$ cat config.mk
export PLATFORM = sky130hd
export DESIGN_NAME = sr_latch_driver
export DESIGN_NICKNAME = d
export VERILOG_FILES = /design/src/rtl/sr_pkg.sv /design/src/rtl/sync_2ff.sv /design/src/rtl/sr_latch_driver.sv
export SDC_FILE = /design/constraint.sdc
export NUM_CORES = 1
export LEC_CHECK = 0
export CAP_MARGIN = 20
export CORE_MARGIN = 1
export CORE_UTILIZATION = 45
export CTS_CLUSTER_DIAMETER = 150
export DETAILED_ROUTE_END_ITERATION = 6
export DONT_BUFFER_PORTS = 1
export PLACE_DENSITY_LB_ADDON = 0.15
export SYNTH_ARGS = -nofsm -noshare
export SYNTH_HDL_FRONTEND = slang
export SYNTH_SLANG_ARGS = --single-unit
$ cat constraint.sdc
create_clock -name clk -period 3.7 [get_ports clk]
set_input_delay 0.37 -clock clk [delete_from_list [all_inputs] [get_ports clk]]
set_output_delay 0.37 -clock clk [all_outputs]
set_load 0.005 [all_outputs]
$ cat src/rtl/sr_pkg.sv
// Shared FSM states and error codes for the SR latch driver.
package sr_pkg;

   typedef enum logic [1:0] {
      ST_IDLE  = 2'b00,
      ST_PULSE = 2'b01,
      ST_DEAD  = 2'b10,
      ST_CHECK = 2'b11
   } state_e;

   typedef logic [1:0] err_code_t;

   localparam err_code_t ERR_NONE    = 2'b00;
   localparam err_code_t ERR_TIMEOUT = 2'b01;
   localparam err_code_t ERR_INVALID = 2'b10;

endpackage

$ cat src/rtl/sync_2ff.sv
// Two-flop synchronizer for one asynchronous bit, cleared to 0 on reset.
module sync_2ff (
   input  logic clk,
   input  logic rst_n,
   input  logic d_i,
   output logic q_o
);

   logic meta_q;
   logic sync_q;

   // Two-stage capture of the asynchronous input
   always_ff @(posedge clk or negedge rst_n) begin
      if (!rst_n) begin
         meta_q <= '0;
         sync_q <= '0;
      end else begin
         meta_q <= d_i;
         sync_q <= meta_q;
      end
   end

   assign q_o = sync_q;

endmodule

$ cat src/rtl/sr_latch_driver.sv
// Drives the s/r inputs of an external NOR SR latch with guarded pulses
// and verifies the resulting state through synchronized q/qbar feedback.
module sr_latch_driver
   import sr_pkg::*;
#(
   parameter int unsigned PULSE_W = 4,
   parameter int unsigned DEAD_T  = 2,
   parameter int unsigned TIMEOUT = 16,
   parameter int unsigned CNT_W   = 8
) (
   input  logic       clk,
   input  logic       rst_n,
   input  logic       cmd_valid,
   input  logic       cmd_set,
   output logic       cmd_ready,
   output logic       s,
   output logic       r,
   input  logic       q,
   input  logic       qbar,
   output logic       q_sync,
   output logic       done,
   output logic       err,
   output logic [1:0] err_code
);

   localparam logic [CNT_W-1:0] PULSE_LD = CNT_W'(PULSE_W - 1);
   localparam logic [CNT_W-1:0] DEAD_LD  = CNT_W'(DEAD_T - 1);
   localparam logic [CNT_W-1:0] CHECK_LD = CNT_W'(TIMEOUT - 1);

   state_e           state_q;
   logic [CNT_W-1:0] cnt_q;
   logic             cmd_set_q;
   logic             s_q;
   logic             r_q;
   logic             done_q;
   logic             err_q;
   err_code_t        err_code_q;
   logic             qbar_sync;

   sync_2ff u_sync_q (
      .clk   (clk),
      .rst_n (rst_n),
      .d_i   (q),
      .q_o   (q_sync)
   );

   sync_2ff u_sync_qbar (
      .clk   (clk),
      .rst_n (rst_n),
      .d_i   (qbar),
      .q_o   (qbar_sync)
   );

   // Command FSM with phase counter; s/r are loaded from opposite polarities
   // of one bit so they can never be high together
   always_ff @(posedge clk or negedge rst_n) begin
      if (!rst_n) begin
         state_q    <= ST_IDLE;
         cnt_q      <= '0;
         cmd_set_q  <= 1'b0;
         s_q        <= 1'b0;
         r_q        <= 1'b0;
         done_q     <= 1'b0;
         err_q      <= 1'b0;
         err_code_q <= ERR_NONE;
      end else begin
         done_q <= 1'b0;
         err_q  <= 1'b0;
         case (state_q)
            ST_IDLE: begin
               if (cmd_valid) begin
                  cmd_set_q  <= cmd_set;
                  s_q        <= cmd_set;
                  r_q        <= ~cmd_set;
                  err_code_q <= ERR_NONE;
                  cnt_q      <= PULSE_LD;
                  state_q    <= ST_PULSE;
               end
            end
            ST_PULSE: begin
               if (cnt_q == '0) begin
                  s_q     <= 1'b0;
                  r_q     <= 1'b0;
                  cnt_q   <= DEAD_LD;
                  state_q <= ST_DEAD;
               end else begin
                  cnt_q <= cnt_q - CNT_W'(1);
               end
            end
            ST_DEAD: begin
               if (cnt_q == '0) begin
                  cnt_q   <= CHECK_LD;
                  state_q <= ST_CHECK;
               end else begin
                  cnt_q <= cnt_q - CNT_W'(1);
               end
            end
            ST_CHECK: begin
               // Once q_sync != qbar_sync is known, matching q_sync alone
               // also implies qbar_sync == ~cmd_set_q
               if (q_sync == qbar_sync) begin
                  err_q      <= 1'b1;
                  err_code_q <= ERR_INVALID;
                  state_q    <= ST_IDLE;
               end else if (q_sync == cmd_set_q) begin
                  done_q  <= 1'b1;
                  state_q <= ST_IDLE;
               end else if (cnt_q == '0) begin
                  err_q      <= 1'b1;
                  err_code_q <= ERR_TIMEOUT;
                  state_q    <= ST_IDLE;
               end else begin
                  cnt_q <= cnt_q - CNT_W'(1);
               end
            end
            default: begin
               s_q     <= 1'b0;
               r_q     <= 1'b0;
               state_q <= ST_IDLE;
            end
         endcase
      end
   end

   assign cmd_ready = (state_q == ST_IDLE);
   assign s         = s_q;
   assign r         = r_q;
   assign done      = done_q;
   assign err       = err_q;
   assign err_code  = err_code_q;

endmodule

==> results of run 1 <==
[Yosys cell counts (all sizes together)]
cell     number
nand3         1
a211oi        6
a22oi         1
nor2         11
a221oi        1
mux2i         1
nand2b        1
inv           7
nor3b         2
o311a         1
nand3b        1
nand2         5
a221o         4
a21boi        1
o22a          2
a2111oi       1
o22ai         1
a31oi         2
dfrtp        21
mux2          1
o21ba         1
o21ai         2
nor4          2
a211o         1
o221ai        1
nor3          3
or3b          2
nand4b        1
ha            6
or4           1
clkbuf        2
a21o          3
xor2          2
and3b         1
a22o          3
and3          4
a21oi         6
nor4b         1
o2bb2ai       3
[area by class of cell]
| type | count | area [um2] |
|---|---|---|
| fill | 234 | 1230 |
| multi-input combinational | 86 | 669 |
| sequential | 21 | 526 |
| tap | 30 | 37.5 |
| inverter | 7 | 26.3 |
| clock buffer | 3 | 22.5 |
| timing repair buffer | 1 | 10.0 |
| clock inverter | 1 | 5.00 |
[layer usage]
metal / GRT usage [%] / wire, um / vias to the layer above
li1: - / - / 455
met1: 25.6 / 1230 / 443
met2: 32.9 / 1180 / 15
met3: 3.06 / 61 / 4
met4: 6.84 / 35 / 0
met5: 0 / 0 / -
[through the flow]
stage,hold WS [ns],cells,setup WS [ns]
4_1_cts,0.0598,149,1.54
3_5_place_dp,0.0749,144,1.56
5_1_grt,0.0461,149,1.35
6_report,0.0725,149,1.51
3_3_place_gp,0.0748,144,1.58
2_1_floorplan,0.0744,116,1.72
[cell usage in the layout, fill, tap and decap left out, types with 2 or more instances in the layout]
cell type   n
nor2_1     11
inv_1       7
o21ai_0     2
or3b_2      2
nor3b_1     2
a221o_1     3
nand2_1     5
nor3_1      3
clkbuf_4    3
a211oi_1    5
a21oi_1     6
a21o_1      2
and3_1      4
a31oi_1     2
xor2_1      2
a22o_1      3
dfrtp_1    21
ha_1        6
o2bb2ai_1   3
[cell families after synthesis]
kind of cell	synth area share, %
mux	2.04
simple gates	17.6
buf+inv	2.75
compound gates	27.3
flops	42.8
fa+ha+maj	6.11
xor+xnor	1.43
[power by group through the flow]
stage / sequential (W) / combinational (W) / clock [W]
2_1_floorplan: 0.000387 / 0.000596 / 0
3_3_place_gp: 0.000406 / 0.000710 / 0
3_5_place_dp: 0.000410 / 0.000724 / 0
4_1_cts: 0.000405 / 0.000732 / 0.000119
5_1_grt: 0.000417 / 0.000810 / 0.000126
6_report: 0.000406 / 0.000730 / 0.000114
[sequential cells by signal, indices dropped and copies added, names as in the netlist]
signal / cells
cnt_q: 8
err_code: 2
state_q: 2
cmd_set_q: 1
done: 1
err: 1
r: 1
s: 1
u_sync_q.meta_q: 1
u_sync_q.q_o: 1
u_sync_qbar.meta_q: 1
u_sync_qbar.q_o: 1
[worst min-delay path by stage]
stage,depth (start not counted),slack [ns],to
after floorplan,0,0.07,cmd_set_q$_DFFE_PN0P_
after global placement,0,0.07,done$_DFF_PN0_
after detailed placement,0,0.07,done$_DFF_PN0_
after CTS,0,0.06,u_sync_q.meta_q$_DFF_PN0_
after global routing,0,0.05,u_sync_q.meta_q$_DFF_PN0_
final,0,0.07,u_sync_q.meta_q$_DFF_PN0_
[worst reg2reg max path, stage by stage, from the launching register on]
cell and delay (ns):
dfrtp_1 0.40, inv_1 0.14, ha_1 0.20, or3b_2 0.51, o22ai_4 0.32, o221ai_2 0.20
mux2_4 0.32
[what timing repair did]
item,in CTS,in global routing
endpoints found under the hold margin,21,0
gates resized for setup,0,0
hold buffers,1,0
==> flow_results.xml, run 1 <==
<?xml version="1.0" encoding="UTF-8"?>
<metrics>
  <group name="finish">
    <metric name="finish.instance_area" unit="mm2">0.00130</metric>
    <metric name="antenna-diode-count" unit="">0</metric>
    <metric name="design.final.nets" unit="">132</metric>
    <metric name="fin_util" unit="%">51.4</metric>
    <metric name="area_growth" unit="%">5.50</metric>
    <metric name="final_layout_size_suffix_gt1_share" unit="%">13.4</metric>
  </group>
  <group name="route">
    <metric name="drt-vias-per-instance" unit="">6.15</metric>
    <metric name="drc_errors" unit="">0</metric>
    <metric name="num_vias" unit="">917</metric>
    <metric name="post_drt_wl_per_cell" unit="um">16.8</metric>
    <metric name="routed_wirelength" unit="um">2510</metric>
    <metric name="initialDrtViolationCount" unit="">20</metric>
    <metric name="first_pass_iters" unit="">4</metric>
    <metric name="drt.antenna.violating_nets" unit="">0</metric>
  </group>
  <group name="clocking">
    <metric name="cts-htree-levels" unit="">1</metric>
    <metric name="tritoncts" unit="">yes</metric>
    <metric name="cts.clk_slew.worst_paths" unit="ns">0.12</metric>
    <metric name="insertion_delay_to_the_later_sink_of_the_worst_skew_pair" unit="ns">0.31</metric>
    <metric name="cts_root_buffer" unit="">clkbuf_4</metric>
    <metric name="total_clock_buffers_created_by_cts" unit="">3</metric>
    <metric name="cts-root-to-sink-buffers" unit="">2</metric>
    <metric name="cts.repair_timing.setup_buffer_count" unit="">0</metric>
    <metric name="numClockSinks" unit="">21</metric>
  </group>
  <group name="min_path">
    <metric name="holdCritStartpoint" unit="">q</metric>
    <metric name="worstHoldPathType" unit="">in2reg</metric>
  </group>
  <group name="grt">
    <metric name="antenna_found_initial" unit="">0</metric>
    <metric name="all_layer_gr_usage" unit="%">19.7</metric>
    <metric name="globalRouteOverflowTotal" unit="">0</metric>
    <metric name="grt_first_pass_wirelength" unit="um">4130</metric>
    <metric name="number_of_global_route_vias_before_repair" unit="">924</metric>
    <metric name="grt_max_degree" unit="">22</metric>
  </group>
  <group name="worst_setup_path">
    <metric name="cp_cell_sequence" unit="">inv_1 -&gt; ha_1 -&gt; or3b_2 -&gt; o22ai_4 -&gt; o221ai_2 -&gt; mux2_4</metric>
    <metric name="worstPathRequired" unit="ns">3.91</metric>
    <metric name="regToRegStartpoint" unit="">cnt_q[0]$_DFFE_PN0P_</metric>
    <metric name="setup.worst_path.class" unit="">reg2reg</metric>
    <metric name="path_depth" unit="">6</metric>
    <metric name="r2r.worst_path.cells" unit="">6</metric>
    <metric name="critPathMaxStageDelay" unit="ns">0.51</metric>
    <metric name="worstReg2RegEnd" unit="">state_q[1]$_DFFE_PN0P_</metric>
    <metric name="critPathArrivalTime" unit="ns">2.40</metric>
    <metric name="crit_fanout" unit="">8</metric>
    <metric name="path_buf_inv" unit="">1</metric>
    <metric name="timing.critical_path.max_delay_family" unit="">compound AO/OA/AOI/OAI gates</metric>
    <metric name="critPathCapture" unit="">state_q[1]$_DFFE_PN0P_</metric>
    <metric name="crit_path_start" unit="">cnt_q[0]$_DFFE_PN0P_</metric>
    <metric name="crit_path_end_kind" unit="">flip-flop</metric>
    <metric name="element_type_at_the_critical_path_start" unit="">flip-flop</metric>
    <metric name="crit_path_slowest_cell" unit="">or3b_2</metric>
    <metric name="timing.reg2reg.setup_slack" unit="ns">1.51</metric>
  </group>
  <group name="yosys">
    <metric name="synth_largest_type_area_fraction" unit="%">42.8</metric>
    <metric name="synth-warning-count" unit="">0</metric>
    <metric name="synth_sequential_area_ratio" unit="%">42.8</metric>
    <metric name="netlist_top_cells_area" unit="">dfrtp_1 43%, ha_1 6.1%, nor2_1 3.4%, a211oi_1 3.1%, a21oi_1 2.4%</metric>
    <metric name="synth.distinct_cells" unit="">44</metric>
    <metric name="post-synth-top-area-cell" unit="">dfrtp_1</metric>
    <metric name="post_synthesis_register_bit_count" unit="">21</metric>
    <metric name="synthesis.nets" unit="">128</metric>
    <metric name="post_synth_instance_area" unit="mm2">0.00123</metric>
    <metric name="syn_area_per_cell" unit="um2">10.6</metric>
    <metric name="syn_inst" unit="">116</metric>
  </group>
  <group name="timing">
    <metric name="fmax" unit="GHz">0.457</metric>
    <metric name="report.final.slew_viol_count" unit="">0</metric>
    <metric name="timing.slew.headroom" unit="%">38.4</metric>
    <metric name="setup_total_negative_slack" unit="ns">0</metric>
    <metric name="grt_setup_unrepaired" unit="">no</metric>
    <metric name="tightest_slew" unit="ns">0.921</metric>
    <metric name="hold_viol" unit="">0</metric>
    <metric name="report.final.setup_viol" unit="">0</metric>
    <metric name="min_period" unit="ns">2.19</metric>
    <metric name="finalCritPeriodShare" unit="%">59.1</metric>
    <metric name="fin_worst_skew" unit="ns">0.00273</metric>
  </group>
  <group name="floorplanning">
    <metric name="core" unit="mm2">0.00252</metric>
    <metric name="floorplan.io_pins" unit="">14</metric>
    <metric name="area_of_the_die" unit="mm2">0.00294</metric>
    <metric name="chipHeight" unit="um">54.3</metric>
    <metric name="rows" unit="">18</metric>
    <metric name="floorplan.initialDensity" unit="%">48.7</metric>
    <metric name="die_w" unit="um">54.3</metric>
  </group>
  <group name="power">
    <metric name="clock_power_share" unit="%">9.1</metric>
    <metric name="p_int" unit="W">0.000673</metric>
    <metric name="power.share.switching" unit="%">46.1</metric>
    <metric name="static-leakage-power" unit="nW">0.595</metric>
    <metric name="combinationalPowerShare" unit="%">58.4</metric>
    <metric name="finalPower" unit="W">0.00125</metric>
    <metric name="power.share.sequential" unit="%">32.5</metric>
    <metric name="p_per_area" unit="mW/mm2">965</metric>
    <metric name="worst_ir_drop_vdd" unit="mV">0.546</metric>
    <metric name="switching_power" unit="W">0.000577</metric>
  </group>
  <group name="place">
    <metric name="dpl_wire_length" unit="um">1840</metric>
    <metric name="placement.cell_area" unit="mm2">0.00126</metric>
    <metric name="port_buffer_cells" unit="">0</metric>
    <metric name="place.gp.congestion" unit="">0.812</metric>
  </group>
  <group name="job">
    <metric name="timing.max_cap.violations" unit="">0</metric>
  </group>
  <group name="run_status">
    <metric name="status" unit="">finished, final reports clean</metric>
  </group>
</metrics>
Power figures use the tool's default switching activity.
==> run 2, diff against run 1 <==
==> constraint.sdc (replaced) <==
create_clock -name clk -period 2.3 [get_ports clk]
set_input_delay 0.23 -clock clk [delete_from_list [all_inputs] [get_ports clk]]
set_output_delay 0.23 -clock clk [all_outputs]
set_load 0.005 [all_outputs]
==> flow_results.xml, run 2 (synthesis results as in run 1) <==
<?xml version="1.0" encoding="UTF-8"?>
<metrics>
  <group name="route">
    <metric name="num_vias" unit="">963</metric>
    <metric name="drc_errors" unit="">0</metric>
    <metric name="post_drt_wl_per_cell" unit="um">16.4</metric>
    <metric name="routed_wirelength" unit="um">2540</metric>
    <metric name="drt-vias-per-instance" unit="">6.21</metric>
    <metric name="drt.antenna.violating_nets" unit="">0</metric>
    <metric name="initialDrtViolationCount" unit="">9</metric>
    <metric name="first_pass_iters" unit="">4</metric>
  </group>
  <group name="worst_setup_path">
    <metric name="worstPathRequired" unit="ns">2.51</metric>
    <metric name="crit_fanout" unit="">8</metric>
    <metric name="crit_path_start" unit="">cnt_q[0]$_DFFE_PN0P_</metric>
    <metric name="regToRegStartpoint" unit="">cnt_q[0]$_DFFE_PN0P_</metric>
    <metric name="element_type_at_the_critical_path_start" unit="">flip-flop</metric>
    <metric name="crit_path_end_kind" unit="">flip-flop</metric>
    <metric name="setup.worst_path.class" unit="">reg2reg</metric>
    <metric name="critPathArrivalTime" unit="ns">2.40</metric>
  </group>
  <group name="timing">
    <metric name="report.final.setup_viol" unit="">0</metric>
    <metric name="fin_worst_skew" unit="ns">0.000898</metric>
    <metric name="report.final.slew_viol_count" unit="">0</metric>
    <metric name="finalCritPeriodShare" unit="%">95.2</metric>
    <metric name="hold_viol" unit="">0</metric>
    <metric name="min_period" unit="ns">2.19</metric>
    <metric name="tightest_slew" unit="ns">0.545</metric>
    <metric name="grt_setup_unrepaired" unit="">no</metric>
    <metric name="fmax" unit="GHz">0.457</metric>
    <metric name="setup_total_negative_slack" unit="ns">0</metric>
    <metric name="timing.slew.headroom" unit="%">63.6</metric>
  </group>
  <group name="grt">
    <metric name="number_of_global_route_vias_before_repair" unit="">952</metric>
    <metric name="grt_max_degree" unit="">22</metric>
    <metric name="all_layer_gr_usage" unit="%">21.0</metric>
    <metric name="globalRouteOverflowTotal" unit="">0</metric>
    <metric name="antenna_found_initial" unit="">0</metric>
    <metric name="grt_first_pass_wirelength" unit="um">4320</metric>
  </group>
  <group name="clocking">
    <metric name="cts-htree-levels" unit="">1</metric>
    <metric name="tritoncts" unit="">yes</metric>
    <metric name="cts.clk_slew.worst_paths" unit="ns">0.12</metric>
    <metric name="total_clock_buffers_created_by_cts" unit="">3</metric>
    <metric name="insertion_delay_to_the_later_sink_of_the_worst_skew_pair" unit="ns">0.31</metric>
    <metric name="cts_root_buffer" unit="">clkbuf_4</metric>
    <metric name="numClockSinks" unit="">21</metric>
    <metric name="cts-root-to-sink-buffers" unit="">2</metric>
    <metric name="cts.repair_timing.setup_buffer_count" unit="">0</metric>
  </group>
  <group name="floorplanning">
    <metric name="floorplan.initialDensity" unit="%">48.7</metric>
    <metric name="die_w" unit="um">54.3</metric>
    <metric name="floorplan.io_pins" unit="">14</metric>
    <metric name="rows" unit="">18</metric>
    <metric name="core" unit="mm2">0.00252</metric>
    <metric name="area_of_the_die" unit="mm2">0.00294</metric>
    <metric name="chipHeight" unit="um">54.3</metric>
  </group>
  <group name="finish">
    <metric name="final_layout_size_suffix_gt1_share" unit="%">16.0</metric>
    <metric name="largest_reg_flops" unit="">8</metric>
    <metric name="most-common-layout-cells" unit="">21 x dfrtp_1, 11 x nor2_1, 7 x inv_1</metric>
    <metric name="design.final.nets" unit="">138</metric>
    <metric name="antenna-diode-count" unit="">0</metric>
    <metric name="finish.instance_area" unit="mm2">0.00135</metric>
    <metric name="top_register_by_number_of_flip_flops" unit="">cnt_q</metric>
    <metric name="fill_cells" unit="">250</metric>
    <metric name="final-instance-count-excl-fill" unit="">155</metric>
    <metric name="layout.cells.most_common" unit="">dfrtp_1</metric>
    <metric name="area_growth" unit="%">10.2</metric>
  </group>
  <group name="power">
    <metric name="static-leakage-power" unit="nW">0.626</metric>
    <metric name="p_per_area" unit="mW/mm2">1530</metric>
    <metric name="worst_ir_drop_vdd" unit="mV">1.06</metric>
  </group>
  <group name="place">
    <metric name="place.gp.congestion" unit="">0.844</metric>
    <metric name="placement.cell_area" unit="mm2">0.00128</metric>
    <metric name="dpl.cell_count" unit="">147</metric>
    <metric name="port_buffer_cells" unit="">0</metric>
    <metric name="dpl_wire_length" unit="um">1870</metric>
  </group>
  <group name="min_path">
    <metric name="holdCritStartpoint" unit="">cmd_valid</metric>
    <metric name="worstHoldPathType" unit="">in2reg</metric>
  </group>
  <group name="job">
    <metric name="timing.max_cap.violations" unit="">0</metric>
  </group>
  <group name="run_status">
    <metric name="status" unit="">finished, final reports clean</metric>
  </group>
</metrics>
## run 2: per-layer routing
layer	up-vias	part of all wire, %	wire length (um)	track usage [%]
met5	-	0	0	0
met4	0	1.1	27	5.13
met3	4	3.1	78	6.11
met2	17	46	1160	34.1
met1	473	50	1280	27.3
li1	469	-	-	-
## run 2: timing repair
item                       CTS  global route
resized for setup            0             1
hold buffers                 3             0
hold endpoints to repair    23             0
setup endpoints to repair    0             2
## run 2: final cells by class
type,count,area (um2),share of cell area [%]
Clock buffer,3,22.5,1.66
Clock inverter,1,5.00,0.370
Inverter,7,26.3,1.94
Multi-Input combinational cell,86,669,49.4
Sequential cell,21,526,38.8
Tap cell,30,37.5,2.77
Timing Repair Buffer,7,67.6,4.99
## run 2: worst max-delay path, cell delays in order, from the launching register on
cell and delay (ns):
dfrtp_1 0.40, inv_1 0.15, ha_1 0.20, or3b_2 0.52, o22ai_4 0.31, o221ai_2 0.19
mux2_4 0.32
## run 2: metrics by stage
stage	utilization (%)	hold slack, ns	total power (W)	setup WS (ns)
floorplan	-	-0.0656	0.00158	0.316
global placement	50.8	-0.0652	0.00184	0.210
detailed placement	50.8	-0.0651	0.00187	0.102
CTS	53.1	0.136	0.00207	0.0695
global route	53.7	0.123	0.00225	0.0207
finish	53.7	0.142	0.00208	0.110
## run 2: path summary, 6_finish.rpt
kind | end | slack [ns] | depth (start not counted)
setup / recovery | state_q[1]$_DFFE_PN0P_ | 0.11 | 6
hold / removal | cmd_set_q$_DFFE_PN0P_ | 0.14 | 2
setup reg to reg | state_q[1]$_DFFE_PN0P_ | 0.11 | 6
hold reg to reg | u_sync_qbar.q_o$_DFF_PN0_ | 0.36 | 0
max in group asynchronous | cnt_q[2]$_DFFE_PN0P_ | 1.80 | 2
min in group asynchronous | done$_DFF_PN0_ | 0.15 | 1
## run 2: where the power goes
part | total [W] | switching [W] | internal (W)
registers | 0.000654 | 0.000153 | 0.000501
logic | 0.00124 | 0.000681 | 0.000561
clock network | 0.000182 | 0.000116 | 0.0000651
total | 0.00208 | 0.000950 | 0.00113
==> run 3, diff against run 2 <==
--- a/config.mk
+++ b/config.mk
@@ -6,9 +6,12 @@
 export NUM_CORES = 1
 export LEC_CHECK = 0
 export CAP_MARGIN = 20
+export CELL_PAD_IN_SITES_DETAIL_PLACEMENT = 2
+export CELL_PAD_IN_SITES_GLOBAL_PLACEMENT = 2
 export CORE_MARGIN = 1
-export CORE_UTILIZATION = 45
+export CORE_UTILIZATION = 40
 export CTS_CLUSTER_DIAMETER = 150
+export CTS_CLUSTER_SIZE = 10
 export DETAILED_ROUTE_END_ITERATION = 6
 export DONT_BUFFER_PORTS = 1
 export PLACE_DENSITY_LB_ADDON = 0.15
==> flow_results.xml, run 3 (synthesis results as in run 1) <==
<?xml version="1.0" encoding="UTF-8"?>
<metrics>
  <group name="grt">
    <metric name="antenna_found_initial" unit="">0</metric>
    <metric name="grt_max_degree" unit="">22</metric>
    <metric name="globalRouteOverflowTotal" unit="">0</metric>
    <metric name="all_layer_gr_usage" unit="%">22.9</metric>
    <metric name="number_of_global_route_vias_before_repair" unit="">1139</metric>
    <metric name="grt_first_pass_wirelength" unit="um">5700</metric>
  </group>
  <group name="route">
    <metric name="first_pass_iters" unit="">6</metric>
    <metric name="drc_errors" unit="">1</metric>
    <metric name="drt.antenna.violating_nets" unit="">0</metric>
    <metric name="initialDrtViolationCount" unit="">41</metric>
    <metric name="num_vias" unit="">1011</metric>
    <metric name="routed_wirelength" unit="um">3310</metric>
    <metric name="drt-vias-per-instance" unit="">6.40</metric>
    <metric name="post_drt_wl_per_cell" unit="um">21.0</metric>
  </group>
  <group name="timing">
    <metric name="min_period" unit="ns">2.20</metric>
    <metric name="grt_setup_unrepaired" unit="">no</metric>
    <metric name="report.final.setup_viol" unit="">0</metric>
    <metric name="hold_viol" unit="">0</metric>
    <metric name="fin_worst_skew" unit="ns">0.00710</metric>
    <metric name="finalCritPeriodShare" unit="%">95.6</metric>
    <metric name="setup_total_negative_slack" unit="ns">0</metric>
    <metric name="timing.slew.headroom" unit="%">59.6</metric>
    <metric name="tightest_slew" unit="ns">0.605</metric>
    <metric name="fmax" unit="GHz">0.455</metric>
    <metric name="report.final.slew_viol_count" unit="">0</metric>
  </group>
  <group name="worst_setup_path">
    <metric name="cp_cell_sequence" unit="">inv_1 -&gt; ha_1 -&gt; or3b_2 -&gt; o22ai_4 -&gt; o221ai_2 -&gt; mux2_4</metric>
    <metric name="critPathArrivalTime" unit="ns">2.41</metric>
    <metric name="timing.reg2reg.setup_slack" unit="ns">0.10</metric>
    <metric name="worstReg2RegEnd" unit="">state_q[1]$_DFFE_PN0P_</metric>
    <metric name="crit_fanout" unit="">8</metric>
    <metric name="worstPathRequired" unit="ns">2.51</metric>
    <metric name="element_type_at_the_critical_path_start" unit="">flip-flop</metric>
    <metric name="regToRegStartpoint" unit="">cnt_q[0]$_DFFE_PN0P_</metric>
    <metric name="crit_path_slowest_cell" unit="">or3b_2</metric>
    <metric name="r2r.worst_path.cells" unit="">6</metric>
    <metric name="setup.worst_path.class" unit="">reg2reg</metric>
    <metric name="critPathMaxStageDelay" unit="ns">0.51</metric>
    <metric name="crit_path_end_kind" unit="">flip-flop</metric>
  </group>
  <group name="min_path">
    <metric name="worstHoldPathType" unit="">in2reg</metric>
    <metric name="holdCritStartpoint" unit="">cmd_valid</metric>
    <metric name="hold-path-endpoint" unit="">cmd_set_q$_DFFE_PN0P_</metric>
    <metric name="worst_hold_path.num_cells" unit="">2</metric>
  </group>
  <group name="run_status">
    <metric name="status" unit="">complete, but fails checks</metric>
    <metric name="violations_in_the_final_reports" unit="">design-rule violations</metric>
  </group>
  <group name="finish">
    <metric name="fill_cells" unit="">295</metric>
    <metric name="design.final.nets" unit="">140</metric>
    <metric name="most-common-layout-cells" unit="">21 x dfrtp_1, 11 x nor2_1, 7 x inv_1</metric>
    <metric name="area_growth" unit="%">11.9</metric>
    <metric name="top_register_by_number_of_flip_flops" unit="">cnt_q</metric>
    <metric name="antenna-diode-count" unit="">0</metric>
    <metric name="final_layout_size_suffix_gt1_share" unit="%">17.3</metric>
    <metric name="largest_reg_flops" unit="">8</metric>
    <metric name="layout.cells.most_common" unit="">dfrtp_1</metric>
  </group>
  <group name="power">
    <metric name="static-leakage-power" unit="nW">0.635</metric>
    <metric name="finalPower" unit="W">0.00217</metric>
    <metric name="p_per_area" unit="mW/mm2">1580</metric>
    <metric name="worst_ir_drop_vdd" unit="mV">0.600</metric>
  </group>
  <group name="clocking">
    <metric name="cts-root-to-sink-buffers" unit="">2</metric>
    <metric name="insertion_delay_to_the_later_sink_of_the_worst_skew_pair" unit="ns">0.31</metric>
    <metric name="cts.clk_slew.worst_paths" unit="ns">0.12</metric>
    <metric name="cts-htree-levels" unit="">1</metric>
    <metric name="numClockSinks" unit="">21</metric>
    <metric name="cts.repair_timing.setup_buffer_count" unit="">0</metric>
    <metric name="total_clock_buffers_created_by_cts" unit="">3</metric>
    <metric name="tritoncts" unit="">yes</metric>
    <metric name="cts_root_buffer" unit="">clkbuf_4</metric>
  </group>
  <group name="place">
    <metric name="port_buffer_cells" unit="">0</metric>
    <metric name="dpl_wire_length" unit="um">2500</metric>
    <metric name="place.gp.congestion" unit="">0.803</metric>
  </group>
  <group name="floorplanning">
    <metric name="die_w" unit="um">57.4</metric>
    <metric name="core" unit="mm2">0.00283</metric>
    <metric name="chipHeight" unit="um">57.4</metric>
    <metric name="floorplan.initialDensity" unit="%">43.4</metric>
    <metric name="floorplan.io_pins" unit="">14</metric>
    <metric name="rows" unit="">19</metric>
    <metric name="area_of_the_die" unit="mm2">0.00330</metric>
  </group>
  <group name="job">
    <metric name="timing.max_cap.violations" unit="">0</metric>
  </group>
</metrics>
run 3: per-layer routing:
layer | track usage [%] | share of wire, % | vias up
li1 | - | - | 468
met1 | 31.7 | 48 | 520
met2 | 36.9 | 48 | 19
met3 | 3.17 | 3.7 | 4
met4 | 7.67 | 1.1 | 0
met5 | 0 | 0 | -
run 3: cell type report:
cell class / count / area, um2 / area share [%]
flip-flops and latches: 21 / 526 / 38.2
multi-input cells: 86 / 676 / 49.1
repair buffers: 9 / 82.6 / 6.01
well taps: 31 / 38.8 / 2.82
clock buffers: 4 / 26.3 / 1.91
inverters: 7 / 26.3 / 1.91
run 3: worst max path at each step:
| stage | slack (ns) | from | end | cells past startpoint |
|---|---|---|---|---|
| after floorplan | 0.32 | cnt_q[0]$_DFFE_PN0P_ | state_q[1]$_DFFE_PN0P_ | 6 |
| after global placement | 0.21 | cnt_q[0]$_DFFE_PN0P_ | state_q[1]$_DFFE_PN0P_ | 6 |
| after detailed placement | 0.13 | cnt_q[0]$_DFFE_PN0P_ | state_q[1]$_DFFE_PN0P_ | 6 |
| after CTS | 0.12 | cnt_q[0]$_DFFE_PN0P_ | state_q[1]$_DFFE_PN0P_ | 6 |
| after global routing | 0.02 | cnt_q[0]$_DFFE_PN0P_ | state_q[1]$_DFFE_PN0P_ | 6 |
| final | 0.10 | cnt_q[0]$_DFFE_PN0P_ | state_q[1]$_DFFE_PN0P_ | 6 |
run 3: critical path, delay by kind of cell, from the launching register on:
family,cells,cell delay (ns)
compound gates,2,0.50
fa+ha+maj,1,0.21
buf+inv,1,0.17
flops,1,0.40
mux,1,0.32
simple gates,1,0.51
run 3: where the power goes:
part / switching, W / internal [W] / total (W)
clock: 0.000118 / 0.0000677 / 0.000186
combinational: 0.000743 / 0.000587 / 0.00133
sequential: 0.000152 / 0.000501 / 0.000652
run 3: repair_timing:
action / 4_1_cts / 5_1_grt
hold endpoints to repair: 23 / 0
endpoints found under the setup margin: 0 / 1
gates resized for setup: 0 / 1
hold buffers: 3 / 0
run 3: through the flow:
step	setup WS (ns)	std cells	hold slack (ns)	util [%]	instance area, um2
global placement	0.208	150	-0.0652	45.9	1300
detailed placement	0.130	150	-0.0651	45.9	1300
finish	0.101	158	0.167	48.6	1380
CTS	0.120	157	0.157	47.9	1350
floorplan	0.316	116	-0.0656	-	1230
global route	0.0166	158	0.164	48.6	1380
